**config.mk**
```make
export PLATFORM = sky130hd
export DESIGN_NAME = decode_stage_flat
export DESIGN_NICKNAME = d
export VERILOG_FILES = /design/src/rtl/decode_stage_if.sv /design/src/rtl/decode_stage.sv /design/src/flat_wrapper.sv
export SDC_FILE = /design/constraint.sdc
export NUM_CORES = 1
export LEC_CHECK = 0
export CELL_PAD_IN_SITES_DETAIL_PLACEMENT = 1
export CELL_PAD_IN_SITES_GLOBAL_PLACEMENT = 1
export CORE_ASPECT_RATIO = 1.25
export CORE_MARGIN = 5
export CORE_UTILIZATION = 41
export CTS_CLUSTER_DIAMETER = 60
export CTS_CLUSTER_SIZE = 40
export DETAILED_ROUTE_END_ITERATION = 10
export GPL_TIMING_DRIVEN = 1
export PLACE_DENSITY = 0.89
export SYNTH_ARGS = -nofsm -noshare
export SYNTH_HDL_FRONTEND = slang
export SYNTH_SLANG_ARGS = --single-unit
```
**constraint.sdc**
```tcl
create_clock -name clk -period 4.2 [get_ports clk]
set_clock_uncertainty 0.05 [all_clocks]
set_input_delay 0.84 -clock clk [delete_from_list [all_inputs] [get_ports clk]]
set_output_delay 0.84 -clock clk [all_outputs]
set_load 0.05 [all_outputs]
```
**src/rtl/decode_stage_if.sv**
```systemverilog
`default_nettype none
// ============================================================================
// Module      : decode_stage_if
// Description : Fetch-side inputs and decoded control outputs of decode_stage.
// Revision    : 1.0 - initial release
// ============================================================================
interface decode_stage_if #(
    parameter int INSTR_W = 9,
    parameter int OPC_W   = 5,
    parameter int REG_W   = 4,
    parameter int CNT_W   = 32
);
    logic                     instr_valid;
    logic [INSTR_W-1:0]       instr_in;
    logic                     stall;
    logic                     flush;

    logic                     out_valid;
    logic [REG_W-1:0]         read_reg0;
    logic [REG_W-1:0]         read_reg1;
    logic [REG_W-1:0]         write_reg;
    logic                     write_en;
    logic                     move;
    logic                     immediate;
    logic                     branch;
    logic                     mem_read;
    logic                     mem_write;
    logic                     jump_sign;
    logic [3:0]               alu_op;
    logic [1:0]               reg_to_mem;
    logic [1:0]               quarter;
    logic [INSTR_W-OPC_W-1:0] imm_val;
    logic                     halt_signal;
    logic                     halted;
    logic [CNT_W-1:0]         dyn_count;

    modport slave (
        input  instr_valid, instr_in, stall, flush,
        output out_valid, read_reg0, read_reg1, write_reg, write_en, move,
               immediate, branch, mem_read, mem_write, jump_sign, alu_op,
               reg_to_mem, quarter, imm_val, halt_signal, halted, dyn_count
    );

    modport master (
        output instr_valid, instr_in, stall, flush,
        input  out_valid, read_reg0, read_reg1, write_reg, write_en, move,
               immediate, branch, mem_read, mem_write, jump_sign, alu_op,
               reg_to_mem, quarter, imm_val, halt_signal, halted, dyn_count
    );
endinterface
`default_nettype wire

```
**src/rtl/decode_stage.sv**
```systemverilog
`default_nettype none
// ============================================================================
// Module      : decode_stage
// Description : Registered instruction decode with stall/flush, RUN/HALTED FSM
//               and a saturating accepted-instruction counter.
// Revision    : 1.0 - initial release
// ============================================================================
module decode_stage #(
    parameter int INSTR_W = 9,
    parameter int OPC_W   = 5,
    parameter int REG_W   = 4,
    parameter int CNT_W   = 32
) (
    input  wire logic     clk,
    input  wire logic     rst,
    decode_stage_if.slave bus
);
    localparam int c_IMM_W = INSTR_W - OPC_W;

    localparam logic [1:0] c_ST_RUN       = 2'd0;
    localparam logic [1:0] c_ST_HALT_PEND = 2'd1;
    localparam logic [1:0] c_ST_HALTED    = 2'd2;

    localparam logic [REG_W-1:0] c_REG_ZERO = '0;
    localparam logic [REG_W-1:0] c_REG_ADR  = REG_W'(4);
    localparam logic [REG_W-1:0] c_REG_MATH = REG_W'(5);
    localparam logic [REG_W-1:0] c_REG_CNT  = REG_W'(7);

    typedef struct packed {
        logic [REG_W-1:0]   rr0;
        logic [REG_W-1:0]   rr1;
        logic [REG_W-1:0]   wr;
        logic               we;
        logic               mv;
        logic               imm;
        logic               br;
        logic               mr;
        logic               mw;
        logic               js;
        logic               hs;
        logic [3:0]         alu;
        logic [1:0]         rtm;
        logic [1:0]         q;
        logic [c_IMM_W-1:0] iv;
    } dec_t;

    logic [1:0]       r_state;
    logic [1:0]       w_next_state;
    logic             w_run;
    logic             w_halted;
    logic             w_accept;
    logic [OPC_W-1:0] w_opc;
    logic [REG_W-1:0] w_r32;
    logic [REG_W-1:0] w_r10;
    dec_t             w_dec;
    dec_t             r_dec;
    logic             r_valid;
    logic [CNT_W-1:0] r_cnt;

    assign w_opc    = bus.instr_in[INSTR_W-1 -: OPC_W];
    assign w_r32    = {{(REG_W-2){1'b0}}, bus.instr_in[3:2]};
    assign w_r10    = {{(REG_W-2){1'b0}}, bus.instr_in[1:0]};
    assign w_accept = w_run & bus.instr_valid & ~bus.stall & ~bus.flush;

    // Opcode decode; every undefined opcode decodes exactly like halt.
    always_comb begin
        w_dec    = '0;
        w_dec.iv = bus.instr_in[c_IMM_W-1:0];
        case (w_opc)
            OPC_W'('h00): begin w_dec.rr0 = w_r32; w_dec.rr1 = c_REG_MATH; w_dec.wr = w_r10; w_dec.we = 1'b1; end
            OPC_W'('h01): begin w_dec.rr0 = w_r32; w_dec.rr1 = c_REG_MATH; w_dec.wr = w_r10; w_dec.we = 1'b1; w_dec.alu = 4'b0001; end
            OPC_W'('h02): begin w_dec.rr0 = w_r32; w_dec.wr = w_r10; w_dec.we = 1'b1; w_dec.mv = 1'b1; end
            OPC_W'('h03): begin w_dec.rr0 = w_r32; w_dec.wr = c_REG_ADR; w_dec.we = 1'b1; w_dec.mv = 1'b1; end
            OPC_W'('h04): begin w_dec.rr0 = c_REG_ADR; w_dec.wr = w_r10; w_dec.we = 1'b1; w_dec.mv = 1'b1; end
            OPC_W'('h05): begin w_dec.rr0 = c_REG_ZERO; w_dec.wr = c_REG_ADR; w_dec.we = 1'b1; w_dec.imm = 1'b1; w_dec.js = bus.instr_in[0]; end
            OPC_W'('h06): begin w_dec.wr = c_REG_MATH; w_dec.we = 1'b1; w_dec.imm = 1'b1; end
            OPC_W'('h07): begin w_dec.rr0 = c_REG_MATH; w_dec.wr = w_r10; w_dec.we = 1'b1; w_dec.mv = 1'b1; end
            OPC_W'('h08): begin w_dec.rr0 = w_r32; w_dec.wr = c_REG_MATH; w_dec.we = 1'b1; w_dec.mv = 1'b1; end
            OPC_W'('h09): begin w_dec.rr0 = c_REG_MATH; w_dec.q = bus.instr_in[3:2]; w_dec.wr = c_REG_ADR; w_dec.we = 1'b1; w_dec.mv = 1'b1; end
            OPC_W'('h0A): begin w_dec.rr0 = c_REG_MATH; w_dec.q = bus.instr_in[3:2]; w_dec.wr = w_r10; w_dec.we = 1'b1; w_dec.mv = 1'b1; end
            OPC_W'('h0B): begin w_dec.rr0 = w_r10; w_dec.q = bus.instr_in[3:2]; w_dec.wr = c_REG_CNT; w_dec.we = 1'b1; w_dec.mv = 1'b1; end
            OPC_W'('h0C): begin w_dec.rr0 = c_REG_CNT; w_dec.wr = w_r10; w_dec.we = 1'b1; w_dec.mv = 1'b1; end
            OPC_W'('h0D): begin w_dec.rr0 = w_r32; w_dec.wr = c_REG_CNT; w_dec.we = 1'b1; w_dec.mv = 1'b1; end
            OPC_W'('h0E): begin w_dec.rr0 = c_REG_ZERO; w_dec.wr = c_REG_CNT; w_dec.we = 1'b1; w_dec.imm = 1'b1; end
            OPC_W'('h0F): begin w_dec.br = 1'b1; w_dec.rr0 = w_r32; w_dec.rr1 = w_r10; w_dec.alu = 4'b0111; end
            OPC_W'('h10): begin w_dec.br = 1'b1; w_dec.rr0 = w_r32; w_dec.rr1 = w_r10; w_dec.alu = 4'b1000; end
            OPC_W'('h11): begin w_dec.br = 1'b1; w_dec.rr0 = w_r32; w_dec.rr1 = w_r10; w_dec.alu = 4'b0110; end
            OPC_W'('h12): begin w_dec.br = 1'b1; w_dec.rr0 = w_r32; w_dec.rr1 = w_r10; w_dec.alu = 4'b0101; end
            OPC_W'('h13): begin w_dec.br = 1'b1; w_dec.rr0 = w_r32; w_dec.rr1 = w_r10; w_dec.alu = 4'b0100; end
            OPC_W'('h14): begin w_dec.rr0 = w_r32; w_dec.wr = w_r10; w_dec.we = 1'b1; w_dec.alu = 4'b0010; end
            OPC_W'('h15): begin w_dec.rr0 = w_r32; w_dec.wr = w_r10; w_dec.we = 1'b1; w_dec.alu = 4'b0011; end
            OPC_W'('h16): begin w_dec.rr0 = w_r32; w_dec.rr1 = c_REG_ADR; w_dec.wr = w_r10; w_dec.we = 1'b1; w_dec.mr = 1'b1; end
            OPC_W'('h17): begin w_dec.rr0 = w_r32; w_dec.rr1 = c_REG_ADR; w_dec.mw = 1'b1; w_dec.rtm = bus.instr_in[1:0]; end
            OPC_W'('h18): begin w_dec.br = 1'b1; w_dec.alu = 4'b0111; end
            OPC_W'('h19): begin w_dec.rr0 = c_REG_ZERO; w_dec.wr = w_r10; w_dec.we = 1'b1; w_dec.imm = 1'b1; end
            default:      w_dec.hs = 1'b1;
        endcase
    end

    always_ff @(posedge clk or posedge rst) begin
        if (rst) begin
            r_state <= c_ST_RUN;
        end else begin
            r_state <= w_next_state;
        end
    end

    // HALT_PEND is the one cycle in which the halting instruction is on the outputs.
    always_comb begin
        w_next_state = r_state;
        case (r_state)
            c_ST_RUN:       if (w_accept && w_dec.hs) w_next_state = c_ST_HALT_PEND;
            c_ST_HALT_PEND: w_next_state = c_ST_HALTED;
            c_ST_HALTED:    w_next_state = c_ST_HALTED;
            default:        w_next_state = c_ST_RUN;
        endcase
    end

    always_comb begin
        w_run    = (r_state == c_ST_RUN);
        w_halted = (r_state == c_ST_HALTED);
    end

    // Leaving RUN or a flush clears the slot even under stall, so no strobe can linger.
    always_ff @(posedge clk or posedge rst) begin
        if (rst) begin
            r_dec   <= '0;
            r_valid <= 1'b0;
        end else if (!w_run || bus.flush) begin
            r_dec   <= '0;
            r_valid <= 1'b0;
        end else if (!bus.stall) begin
            if (bus.instr_valid) begin
                r_dec   <= w_dec;
                r_valid <= 1'b1;
            end else begin
                r_dec   <= '0;
                r_valid <= 1'b0;
            end
        end
    end

    always_ff @(posedge clk or posedge rst) begin
        if (rst) begin
            r_cnt <= '0;
        end else if (w_accept && (r_cnt != {CNT_W{1'b1}})) begin
            r_cnt <= r_cnt + CNT_W'(1);
        end
    end

    assign bus.out_valid   = r_valid;
    assign bus.read_reg0   = r_dec.rr0;
    assign bus.read_reg1   = r_dec.rr1;
    assign bus.write_reg   = r_dec.wr;
    assign bus.write_en    = r_dec.we;
    assign bus.move        = r_dec.mv;
    assign bus.immediate   = r_dec.imm;
    assign bus.branch      = r_dec.br;
    assign bus.mem_read    = r_dec.mr;
    assign bus.mem_write   = r_dec.mw;
    assign bus.jump_sign   = r_dec.js;
    assign bus.alu_op      = r_dec.alu;
    assign bus.reg_to_mem  = r_dec.rtm;
    assign bus.quarter     = r_dec.q;
    assign bus.imm_val     = r_dec.iv;
    assign bus.halt_signal = r_dec.hs;
    assign bus.halted      = w_halted;
    assign bus.dyn_count   = r_cnt;
endmodule
`default_nettype wire

```
**src/flat_wrapper.sv**
```systemverilog
// flat-port wrapper written by rule: the top's interface ports become plain ports
module decode_stage_flat 
#(
    parameter int INSTR_W = 9,
    parameter int OPC_W   = 5,
    parameter int REG_W   = 4,
    parameter int CNT_W   = 32
)
  (clk, rst, bus_instr_valid, bus_instr_in, bus_stall, bus_flush, bus_out_valid, bus_read_reg0, bus_read_reg1, bus_write_reg, bus_write_en, bus_move, bus_immediate, bus_branch, bus_mem_read, bus_mem_write, bus_jump_sign, bus_alu_op, bus_reg_to_mem, bus_quarter, bus_imm_val, bus_halt_signal, bus_halted, bus_dyn_count);
  decode_stage_if #(.INSTR_W(INSTR_W), .OPC_W(OPC_W), .REG_W(REG_W), .CNT_W(CNT_W)) bus_i ();
  input  wire logic clk;
  input  wire logic rst;
  input wire logic [$bits(bus_i.instr_valid)-1:0] bus_instr_valid;
  input wire logic [$bits(bus_i.instr_in)-1:0] bus_instr_in;
  input wire logic [$bits(bus_i.stall)-1:0] bus_stall;
  input wire logic [$bits(bus_i.flush)-1:0] bus_flush;
  output wire logic [$bits(bus_i.out_valid)-1:0] bus_out_valid;
  output wire logic [$bits(bus_i.read_reg0)-1:0] bus_read_reg0;
  output wire logic [$bits(bus_i.read_reg1)-1:0] bus_read_reg1;
  output wire logic [$bits(bus_i.write_reg)-1:0] bus_write_reg;
  output wire logic [$bits(bus_i.write_en)-1:0] bus_write_en;
  output wire logic [$bits(bus_i.move)-1:0] bus_move;
  output wire logic [$bits(bus_i.immediate)-1:0] bus_immediate;
  output wire logic [$bits(bus_i.branch)-1:0] bus_branch;
  output wire logic [$bits(bus_i.mem_read)-1:0] bus_mem_read;
  output wire logic [$bits(bus_i.mem_write)-1:0] bus_mem_write;
  output wire logic [$bits(bus_i.jump_sign)-1:0] bus_jump_sign;
  output wire logic [$bits(bus_i.alu_op)-1:0] bus_alu_op;
  output wire logic [$bits(bus_i.reg_to_mem)-1:0] bus_reg_to_mem;
  output wire logic [$bits(bus_i.quarter)-1:0] bus_quarter;
  output wire logic [$bits(bus_i.imm_val)-1:0] bus_imm_val;
  output wire logic [$bits(bus_i.halt_signal)-1:0] bus_halt_signal;
  output wire logic [$bits(bus_i.halted)-1:0] bus_halted;
  output wire logic [$bits(bus_i.dyn_count)-1:0] bus_dyn_count;
  assign bus_i.instr_valid = bus_instr_valid;
  assign bus_i.instr_in = bus_instr_in;
  assign bus_i.stall = bus_stall;
  assign bus_i.flush = bus_flush;
  assign bus_out_valid = bus_i.out_valid;
  assign bus_read_reg0 = bus_i.read_reg0;
  assign bus_read_reg1 = bus_i.read_reg1;
  assign bus_write_reg = bus_i.write_reg;
  assign bus_write_en = bus_i.write_en;
  assign bus_move = bus_i.move;
  assign bus_immediate = bus_i.immediate;
  assign bus_branch = bus_i.branch;
  assign bus_mem_read = bus_i.mem_read;
  assign bus_mem_write = bus_i.mem_write;
  assign bus_jump_sign = bus_i.jump_sign;
  assign bus_alu_op = bus_i.alu_op;
  assign bus_reg_to_mem = bus_i.reg_to_mem;
  assign bus_quarter = bus_i.quarter;
  assign bus_imm_val = bus_i.imm_val;
  assign bus_halt_signal = bus_i.halt_signal;
  assign bus_halted = bus_i.halted;
  assign bus_dyn_count = bus_i.dyn_count;
  decode_stage #(.INSTR_W(INSTR_W), .OPC_W(OPC_W), .REG_W(REG_W), .CNT_W(CNT_W)) u_core (.clk(clk), .rst(rst), .bus(bus_i));
endmodule
```
After elaboration in Yosys (flattened, before gate mapping). Cells that the tools add are included. W data, S select, Z words.

Bits in latches: 0. Word-level logic and storage cells: 97. Input port bits: 14. RAM bits: 0. Memories: 0. Memory bits (read-only): 0. Register bits after elaboration: 67.

Shifts and indexed selects: 0. Reduce and logical (&&, ||, !) cells: 22. Multiplexer cells: 21. Eq/ne operators: 30. $mul: 0. Bitwise gates (word level): 5. Add/sub/neg operators: 1. Divide/modulo/power cells: 0. Order comparisons: 0.

Operator list (number): $mux W32 (2); $eq A5 B5 Y1 const B (10); $eq A5 B4 Y1 const B (8); $add A32 B1 Y32 const B (1); $ne A32 B32 Y1 const B (1); $pmux W4 S8 (1); $mux W31 (1); $reduce_or A26 Y1 (1); $eq A5 B3 Y1 const B (4); $pmux W4 S4 (1); $pmux W3 S5 (1); $reduce_or A15 Y1 (1); $reduce_or A3 Y1 (4); $reduce_or A11 Y1 (1); $eq A5 B2 Y1 const B (2); $mux W1 (10); $reduce_or A10 Y1 (1); $reduce_or A2 Y1 (5); $pmux W3 S3 (1); $mux W2 (3); $reduce_or A6 Y1 (1); $eq A5 B1 Y1 const B (1); $logic_not A5 Y1 (1); $reduce_or A5 Y1 (1); other kinds (12) (16).

Longest topological paths before layout. Gate-level depths: netlist of the first run.

Word-level depth: 7. Gate-level depth with buffers: 8. Depth with buffers taken out: 7.

Worst setup path before layout of the first run. OpenSTA, ideal clock, no wires.

Kind: register to register. Start point: register u_core.r_cnt[0], in the netlist u_core.bus.dyn_count[0]. End point: register u_core.r_cnt[1], in the netlist u_core.bus.dyn_count[1]. Clock period less this slack: 2416 ps. Slack: 1784 ps. Cell stages (with the launch flop): 7. Arrival: 2239 ps. Data required time: 4022 ps. Cells stage by stage: dfrtp_1 -> ha_1 -> nand3_1 -> or3_4 -> o31ai_4 -> buf_4 -> mux2_1.

Longest elaborated chain between the ends: 2.

RTL lines: from (decl) (RTL line decode_stage.sv:58) `logic [CNT_W-1:0] r_cnt;`; from (signal assigned) (RTL line decode_stage.sv:147) `r_cnt <= r_cnt + CNT_W'(1);`; branches (longest 2 deep; another with $add A32 B1 Y32).

Parallel ways; which one is timed is not known. A chain may end at the register's enable or synchronous reset.

Worst setup path after layout of the first run.
Start point: input bus_instr_in[7]. End point: register u_core.r_dec (netlist bit u_core.bus.read_reg0[1]).

Longest elaborated chain between the ends: 6.

RTL lines: from (decl) (RTL line flat_wrapper.sv:14) `input wire logic [$bits(bus_i.instr_in)-1:0] bus_instr_in;`; $eq A5 B1 Y1, or another cell as far along (RTL line decode_stage.sv:69) `case (w_opc)`; $reduce_or A15 Y1 (no line) / $reduce_or A3 Y1 (equally long branches); $pmux W3 S5 * (RTL line decode_stage.sv:69); $mux W31 * (RTL line decode_stage.sv:133) `if (bus.instr_valid) begin`; $mux W32 * (RTL line decode_stage.sv:132) `end else if (!bus.stall) begin`; $mux W32 * (RTL line decode_stage.sv:129) `end else if (!w_run || bus.flush) begin`; to (signal assigned) (RTL line decode_stage.sv:134) `r_dec <= w_dec;`; to (decl) (RTL line decode_stage.sv:56) `dec_t r_dec;`.

Every way passes the cells marked *; elsewhere a longest branch is shown, timed or not. The select of a mux whose other input is x is not followed.

==> results of run 1 <==
placed cells by master (no fill, tap or decap), types with 3 or more instances in the layout:
cell,count
nor4_1,5
nand2b_1,6
conb_1,3
nor2_1,23
nor2b_1,3
nand2_1,49
a32o_1,3
xor2_1,19
a21oi_1,8
dfrtp_1,64
nand4_1,6
o22ai_1,3
and3_1,11
nand3_1,10
o21ai_0,19
clkbuf_8,11
nor3_1,16
buf_4,4
inv_1,7
a22o_1,13
xnor2_1,11
clkdlybuf4s50_1,76
ha_1,4
stage by stage:
stage,power (mW),setup slack [ns],hold WS [ns]
finish,1.69,1.48,0.422
global route,1.76,1.37,0.449
CTS,1.71,1.48,0.425
detailed placement,1.10,1.21,0.409
global placement,1.08,1.27,0.401
floorplan,0.967,1.71,0.488
path summary, 6_finish.rpt:
| path | from | end | slack (ns) | cells after the start |
|---|---|---|---|---|
| worst min register to register | u_core.bus.read_reg1[2] | u_core.bus.read_reg1[2] | 0.42 | 2 |
| worst max register to register | u_core.bus.dyn_count[0] | u_core.bus.dyn_count[1] | 1.86 | 5 |
| max in group asynchronous | rst | u_core.bus.dyn_count[23] | 2.29 | 3 |
| min in group asynchronous | rst | u_core.bus.dyn_count[11] | 0.92 | 2 |
| worst max-delay path | bus_instr_in[7] | u_core.bus.read_reg0[1] | 1.48 | 6 |
| worst min-delay path | u_core.bus.read_reg1[2] | u_core.bus.read_reg1[2] | 0.42 | 2 |
layout make-up:
| class | count | share of cell area, % |
|---|---|---|
| clock buffers | 12 | 3.53 |
| clock inverters | 3 | 1.48 |
| inverters | 9 | 0.769 |
| multi-input cells | 256 | 37.0 |
| flip-flops and latches | 64 | 36.4 |
| well taps | 97 | 2.76 |
| repair buffers | 80 | 18.0 |
critical path, delay by kind of cell:
kind	cells	cell delay (ns)
buf+inv	1	0.89
simple gates	1	0.45
compound gates	4	0.71
Yosys cell counts (2+ instances only):
cell type	n	area [sq um]
a211oi_1	2	15.0
a21o_1	2	15.0
a21oi_1	8	40.0
a22o_1	13	114
a22oi_1	2	15.0
a31oi_1	2	12.5
a32o_1	3	30.0
and3_1	11	68.8
and3b_1	2	17.5
and4_1	2	17.5
buf_4	4	30.0
clkbuf_1	17	63.8
dfrtp_1	64	1600
ha_1	4	50.1
inv_1	8	30.0
mux2i_1	2	20.0
nand2_1	49	184
nand2b_1	6	37.5
nand3_1	10	50.1
nand4_1	6	37.5
nand4_2	2	25.0
nor2_1	23	86.3
nor2b_1	3	18.8
nor3_1	16	80.1
nor4_1	5	31.3
o2111ai_1	2	17.5
o21ai_0	19	95.1
o221ai_1	2	17.5
o22ai_1	3	18.8
o2bb2ai_1	2	17.5
o32ai_1	2	17.5
or3_4	2	22.5
xnor2_1	11	96.3
xor2_1	19	166
kinds of logic (layout without fill, tap and decap cells):
group	Yosys count	after routing	share of synthesized area, %
muxes	3	3	0.933
xor gates and xnor gates	30	30	7.84
and+or+nand+nor	145	145	22.4
other	1	3	0.112
adders and majority gates	4	4	1.49
buffers and inverters	31	104	3.92
AOI/OAI and AO/OA	71	71	15.5
DFF	64	64	47.8
per-layer routing:
layer  vias to the layer above  share of wire [%]  routed length (microns)
met5                         -                  0                        0
met4                         0                1.2                      121
met3                        13                4.6                      451
met2                        86                 54                     5360
met1                      1487                 40                     3940
li1                       1383                  -                        -
power by group:
part / total [mW] / switching (mW) / internal [mW]
Clock: 0.603 / 0.240 / 0.363
Combinational: 0.395 / 0.270 / 0.125
Sequential: 0.688 / 0.0360 / 0.652
==> impl_metrics.tcl, run 1 <==
set metrics [dict create \
    ys_ff_latch 64 \
    hpwlAfterDp_microns 7010 \
    p_leak_nw 2.02 \
    path_clk_slew_ns 0.07 \
    gr-usage-all-layers_pct 20.0 \
    yosysSeqAreaShare_pct 47.8 \
    rsz0062_at_grt "false" \
    routed_wl_microns 9880 \
    cts.path.max_buffers 2 \
    grt_pass1_vias 3258 \
    post-cts-setup-buffers 0 \
    outcome "finished clean" \
    critPathRequiredTime_ns 4.38 \
    critPathKind "primary input to flop" \
    setup_tns_ns 0 \
    vias_per_cell 5.70 \
    start_kind "primary input" \
    synth_edf_count 0 \
    ys_types 55 \
    ir_drop_uv 259 \
    maxCapViolCount 0 \
    fp.dieH_microns 111 \
    boundaryPins 80 \
    fin_util_pct 54.3 \
    avgRoutedWirePerCell_microns 19.0 \
    placed_cell_area_sq_mm 0.00418 \
    multiInputGateArea_sq_mm 0.00163 \
    grt_util_met2_pct 36.6 \
    numCtsBuffers 9 \
    crit_path_max_fanout 27 \
    ant_nets 0 \
    grt_max_degree 36 \
    vias 2969 \
    drc 0 \
    synth-main-ff-cell "dfrtp_1" \
    drtIter0Drc 111 \
    crit_arrival_ns 2.90 \
    clock_latency_ns 0.34 \
    fp-row-count 37 \
    cts_tree "done" \
    grtUsageMet1_pct 23.2 \
    firstDrtPassIters 5 \
    maxSlewHeadroom_pct 26.5 \
    nFillCells 904 \
    area_growth_pct 31.1 \
    antenna_found_initial 0 \
    fin_area_sq_mm 0.00440 \
    cpPeakStageDelay_ns 0.89 \
    critPathSlowestCell "clkdlybuf4s50_1" \
    hold_path_class "flop to flop" \
    die_w_microns 90.9 \
    htreeDepth 3 \
    grt_overflow 0 \
    cts_root_buf "clkbuf_8" \
    nNetsFinal 438 \
    slew_violations 0 \
    period_needed_ns 2.72 \
    final-seq-area_sq_mm 0.00160 \
    die_area_sq_mm 0.0101 \
    final_cell_count_no_fill 521 \
    power_density_mw_per_mm2 384 \
    avgSynthCellArea_sq_um 9.61 \
    hold_viol 0 \
    largest_reg_flops 32 \
    io_buffer_count 76 \
    worst-slew-pin-transition_ns 1.10 \
    synth-async-reset-ratio_pct 100 \
    num_antenna_cells 0 \
    setup_violations 0 \
    min_period_over_period_pct 64.8 \
    cts_num_sinks 64 \
    holdBufCountCts 0 \
    drive_above_1_share_pct 6.60 \
    synth_cells 349 \
    grt_first_pass_wirelength_microns 16500 \
    cts_resized 0 \
    yosysWarnings 0 \
    cp_cell_sequence "clkdlybuf4s50_1 > and3_1 > a21oi_1 > o22ai_1 > a32o_1 > a22o_1" \
    endpoint_kind "flop" \
    synth.cell_area_sq_mm 0.00335 \
    core_sq_mm 0.00810 \
    gp_congestion 0.882 \
    busiest_layer "met2" \
    start_util_pct 41.4 \
    max_freq_mhz 367 \
    placed_cells 506 \
    met3_usage_pct 4.62 \
]
Note: power is estimated with default switching activity, not from simulation.
==> run 2, diff against run 1 <==
CORE_UTILIZATION = 34   (was 41)
PLACE_DENSITY = 0.79   (was 0.89)
clock period = 2.4 ns   (was 4.2 ns; I/O delays follow)
==> run 2 against run 1 <==
Die area increased by 18%. Clock power up 120%. Critical endpoint is now bus_halted. Wire length grew 6.2%. Combinational power rose by 97%.
==> impl_metrics.tcl, run 2 (synthesis results as in run 1) <==
set metrics [dict create \
    fin_area_sq_mm 0.00477 \
    final-seq-area_sq_mm 0.00160 \
    start_util_pct 34.9 \
    ir_drop_uv 590 \
    grt_pass1_vias 3374 \
    die_area_sq_mm 0.0120 \
    placed_cells 561 \
    min_period_over_period_pct 96.6 \
    drive_above_1_share_pct 12.8 \
    reg2reg_depth 5 \
    outcome "finished clean" \
    hold_path_class "flop to flop" \
    hold_viol 0 \
    numCtsBuffers 9 \
    gr-usage-all-layers_pct 18.1 \
    grt_max_degree 26 \
    layout_setup_ws_ns 0.0805 \
    crit_path_max_fanout 4 \
    power_density_mw_per_mm2 690 \
    cts_root_buf "clkbuf_16" \
    start_kind "flop" \
    p_leak_nw 2.21 \
    critPathRequiredTime_ns 1.87 \
    setup_violations 0 \
    final_cell_mix "clkdlybuf4s50_1, dfrtp_1, nand2_1, buf_4, nor2_1" \
    vias_per_cell 5.38 \
    setup_tns_ns 0 \
    hpwlAfterDp_microns 7680 \
    fp.dieH_microns 121 \
    maxSlewHeadroom_pct 61.9 \
    nFillCells 1101 \
    crit_arrival_ns 1.79 \
    ant_nets 0 \
    num_antenna_cells 0 \
    vias 3108 \
    die_w_microns 98.8 \
    largest_reg_flops 32 \
    drc 0 \
    rsz0062_at_grt "false" \
    cts_num_sinks 64 \
    gp_congestion 0.876 \
    fin_util_pct 49.7 \
    critPathKind "flop to primary output" \
    multiInputGateArea_sq_mm 0.00163 \
    grt_overflow 0 \
    antenna_found_initial 0 \
    final_cell_count_no_fill 578 \
    path_clk_slew_ns 0.05 \
    drtIter0Drc 74 \
    maxCapViolCount 0 \
    placed_cell_area_sq_mm 0.00445 \
    avgRoutedWirePerCell_microns 18.1 \
    endpoint_kind "primary output" \
    area_growth_pct 42.3 \
    io_buffer_count 76 \
    holdBufCountCts 0 \
    hold_path_depth 2 \
    clock_latency_ns 0.33 \
    cts_tree "done" \
    boundaryPins 80 \
    slew_violations 0 \
    firstDrtPassIters 4 \
    htreeDepth 3 \
    worst-slew-pin-transition_ns 0.571 \
    dp_slack_ns 0.00677 \
    nNetsFinal 465 \
    core_sq_mm 0.00961 \
    routed_wl_microns 10500 \
    fp-row-count 40 \
    cts.path.max_buffers 2 \
    max_freq_mhz 431 \
    grt_first_pass_wirelength_microns 17200 \
    period_needed_ns 2.32 \
    final_common_cell "clkdlybuf4s50_1" \
]
==> run 2: changes by cell type in the layout (fill, tap and decap cells not counted), sizes merged <==
cell      previous run  this run
clkbuf              12        15
clkinvlp             0         1
bufinv               2         0
buf                  4        31
clkinv               2         1
==> run 2: stage by stage <==
| step | hold WS, ns | power (mW) |
|---|---|---|
| final | 0.414 | 3.29 |
| after global placement | 0.402 | 1.95 |
| after CTS | 0.419 | 3.31 |
| after global routing | 0.436 | 3.43 |
| after detailed placement | 0.407 | 1.99 |
| after floorplan | 0.488 | 1.70 |
==> run 2: layout make-up <==
type / instances / share of cell area, %
Clock inverter: 1 / 0.157
Multi-Input combinational cell: 256 / 34.1
Sequential cell: 64 / 33.6
Timing Repair Buffer: 107 / 21.9
Inverter: 9 / 0.708
Clock buffer: 15 / 6.24
Tap cell: 126 / 3.30
==> run 2: path summary, 6_finish.rpt <==
path                                     startpoint                  endpoint  slack, ns
setup reg to reg           u_core.bus.dyn_count[12]   u_core.bus.dyn_count[1]       0.29
min in group asynchronous                       rst  u_core.bus.dyn_count[26]       0.48
hold / removal                  u_core.bus.mem_read       u_core.bus.mem_read       0.41
hold reg to reg                 u_core.bus.mem_read       u_core.bus.mem_read       0.41
setup / recovery                  u_core.r_state[0]                bus_halted       0.08
max in group asynchronous                       rst  u_core.bus.dyn_count[21]       1.26
==> run 2: power breakdown <==
group | total [mW] | switching, mW | leakage, nW | internal, mW
clock network | 1.32 | 0.475 | 0.148 | 0.841
registers | 1.20 | 0.0496 | 0.877 | 1.15
logic | 0.779 | 0.507 | 1.18 | 0.272
total | 3.29 | 1.03 | 2.21 | 2.26
==> run 2: worst max-delay path, stage by stage (launching register included) <==
cell and delay (ns):
dfrtp_1 0.36, inv_1 0.12, ha_1 0.17, clkdlybuf4s50_1 0.80
==> run 2: metal layers <==
| layer | vias to the layer above | part of all wire (%) | wire length [microns] | track usage [%] |
|---|---|---|---|---|
| li1 | 1437 | - | - | - |
| met1 | 1556 | 41 | 4280 | 20.8 |
| met2 | 94 | 52 | 5450 | 32.3 |
| met3 | 21 | 4.7 | 495 | 4.31 |
| met4 | 0 | 2.4 | 256 | 7.09 |
| met5 | - | 0 | 0 | 0 |
==> run 2: repair_timing <==
item                                    4_1_cts  5_1_grt
endpoints found under the hold margin         0        0
endpoints found under the setup margin        0        1
buffers inserted                              0        1
gates resized for setup                       0        0
==> run 3, diff against run 2 <==
CORE_UTILIZATION = 35   (was 34)
CTS_BUF_LIST = sky130_fd_sc_hd__clkbuf_4   (was default)
PLACE_DENSITY = 0.81   (was 0.79)
==> run 3 against run 2 <==
Worst setup slack improved by 0.018 ns. Wire length shrank 2.2%. Count of clock-buffer cells in the layout shrank 2. Critical endpoint is now bus_dyn_count[8].
==> impl_metrics.tcl, run 3 (synthesis results as in run 1) <==
set metrics [dict create \
    hpwlAfterDp_microns 7680 \
    largest_reg_flops 32 \
    cts_tree "done" \
    num_antenna_cells 0 \
    vias 3044 \
    worstReg2RegStart "u_core.bus.dyn_count[0]" \
    avgRoutedWirePerCell_microns 18.1 \
    grt_pass1_vias 3386 \
    reg2reg_slack_ns 0.24 \
    ir_drop_uv 537 \
    period_needed_ns 2.30 \
    path_clk_slew_ns 0.11 \
    critPathSlowestCell "clkdlybuf4s50_1" \
    reg2reg_depth 6 \
    reg2reg_to "u_core.bus.dyn_count[1]" \
    worst-slew-pin-transition_ns 0.516 \
    drtIter0Drc 104 \
    maxCapViolCount 0 \
    min_period_over_period_pct 95.9 \
    clock_latency_ns 0.43 \
    endpoint_kind "primary output" \
    rsz0062_at_grt "false" \
    cts_num_sinks 64 \
    fp.dieH_microns 119 \
    fp-row-count 40 \
    numCtsBuffers 9 \
    cts.path.max_buffers 2 \
    critPathKind "flop to primary output" \
    boundaryPins 80 \
    final_cell_mix "clkdlybuf4s50_1, dfrtp_1, nand2_1, nor2_1" \
    vias_per_cell 5.37 \
    gp_congestion 0.872 \
    start_util_pct 35.3 \
    maxSlewHeadroom_pct 65.5 \
    critPathRequiredTime_ns 1.87 \
    firstDrtPassIters 4 \
    hold_path_class "primary input to async pin" \
    final_common_cell "clkdlybuf4s50_1" \
    final_cell_count_no_fill 567 \
    cpPeakStageDelay_ns 0.86 \
    crit_family "buffers and inverters" \
    die_w_microns 97.5 \
    nNetsFinal 455 \
    grt_overflow 0 \
    area_growth_pct 33.7 \
    gr-usage-all-layers_pct 18.5 \
    outcome "finished clean" \
    htreeDepth 3 \
    cp_num_cells 1 \
    core_sq_mm 0.00951 \
    grt_first_pass_wirelength_microns 17400 \
    ant_nets 0 \
    cp_cell_sequence "clkdlybuf4s50_1" \
    slew_violations 0 \
    placed_cells 552 \
    cts_root_buf "clkbuf_4" \
    crit_arrival_ns 1.77 \
    nFillCells 1112 \
    routed_wl_microns 10300 \
    start_kind "flop" \
    setup_violations 0 \
    drc 0 \
    die_area_sq_mm 0.0117 \
    cp_num_buf_inv 1 \
    setup_tns_ns 0 \
    cp-startpoint "u_core.bus.dyn_count[8]" \
    antenna_found_initial 0 \
    io_buffer_count 76 \
    hold_viol 0 \
    holdBufCountCts 0 \
    power_density_mw_per_mm2 570 \
    drive_above_1_share_pct 10.7 \
    p_leak_nw 2.07 \
    max_freq_mhz 435 \
    setup.worst_path.end "bus_dyn_count[8]" \
    grt_max_degree 35 \
    crit_path_max_fanout 6 \
]
-- run 3: changes by cell type in the layout (fill, tap and decap cells not counted), sizes merged --
cell	previous run	this run
buf	31	21
clkbuf	15	13
clkinv	1	3
clkdlybuf4s50	76	75
clkinvlp	1	0
dlygate4sd2	0	1
-- run 3: where the power goes --
| group | leakage, nW | total, mW | internal [mW] | switching (mW) |
|---|---|---|---|---|
| sequential | 0.877 | 1.20 | 1.14 | 0.0616 |
| clock | 0.0653 | 0.634 | 0.250 | 0.384 |
| combinational | 1.13 | 0.720 | 0.237 | 0.483 |
| total | 2.07 | 2.56 | 1.63 | 0.928 |
-- run 3: per-layer routing --
layer,track usage (%),part of all wire (%),vias to the layer above
met1,21.3,40,1523
li1,-,-,1420
met4,8.92,2.8,0
met3,3.40,3.9,17
met2,32.7,53,84
met5,0,0,-
-- run 3: what timing repair did --
item / in CTS / in global routing
gates resized for setup: 1 / 0
buffers inserted: 0 / 0
setup endpoints to repair: 1 / 0
-- run 3: worst min-delay path by stage --
| stage | from | cells after the start | slack [ns] | end |
|---|---|---|---|---|
| floorplan | u_core.r_state[0] | 2 | 0.49 | u_core.r_state[0] |
| global placement | u_core.bus.read_reg1[2] | 2 | 0.40 | u_core.bus.read_reg1[2] |
| detailed placement | u_core.bus.jump_sign | 2 | 0.42 | u_core.bus.jump_sign |
| CTS | rst | 3 | 0.40 | u_core.bus.dyn_count[25] |
| global route | rst | 3 | 0.44 | u_core.bus.dyn_count[26] |
| finish | rst | 3 | 0.41 | u_core.bus.dyn_count[26] |
-- run 3: layout make-up --
cell class	count	area [sq um]	area share [%]
clock inverters	2	8.76	0.195
flip-flops and latches	64	1600	35.8
multi-input cells	256	1630	36.3
well taps	126	158	3.52
repair buffers	97	955	21.3
clock buffers	13	97.6	2.18
inverters	9	33.8	0.753
-- run 3: through the flow --
stage	cell area [sq um]	total power, mW	hold slack [ns]	worst slack [ns]	utilization (%)
3_5_place_dp	4380	1.96	0.419	0.00120	46.1
3_3_place_gp	4380	1.93	0.403	0.112	46.1
4_1_cts	4480	2.59	0.405	0.0662	47.2
2_1_floorplan	3360	1.70	0.488	0.0827	-
6_report	4480	2.56	0.410	0.0987	47.2
5_1_grt	4480	2.69	0.437	0.0231	47.2
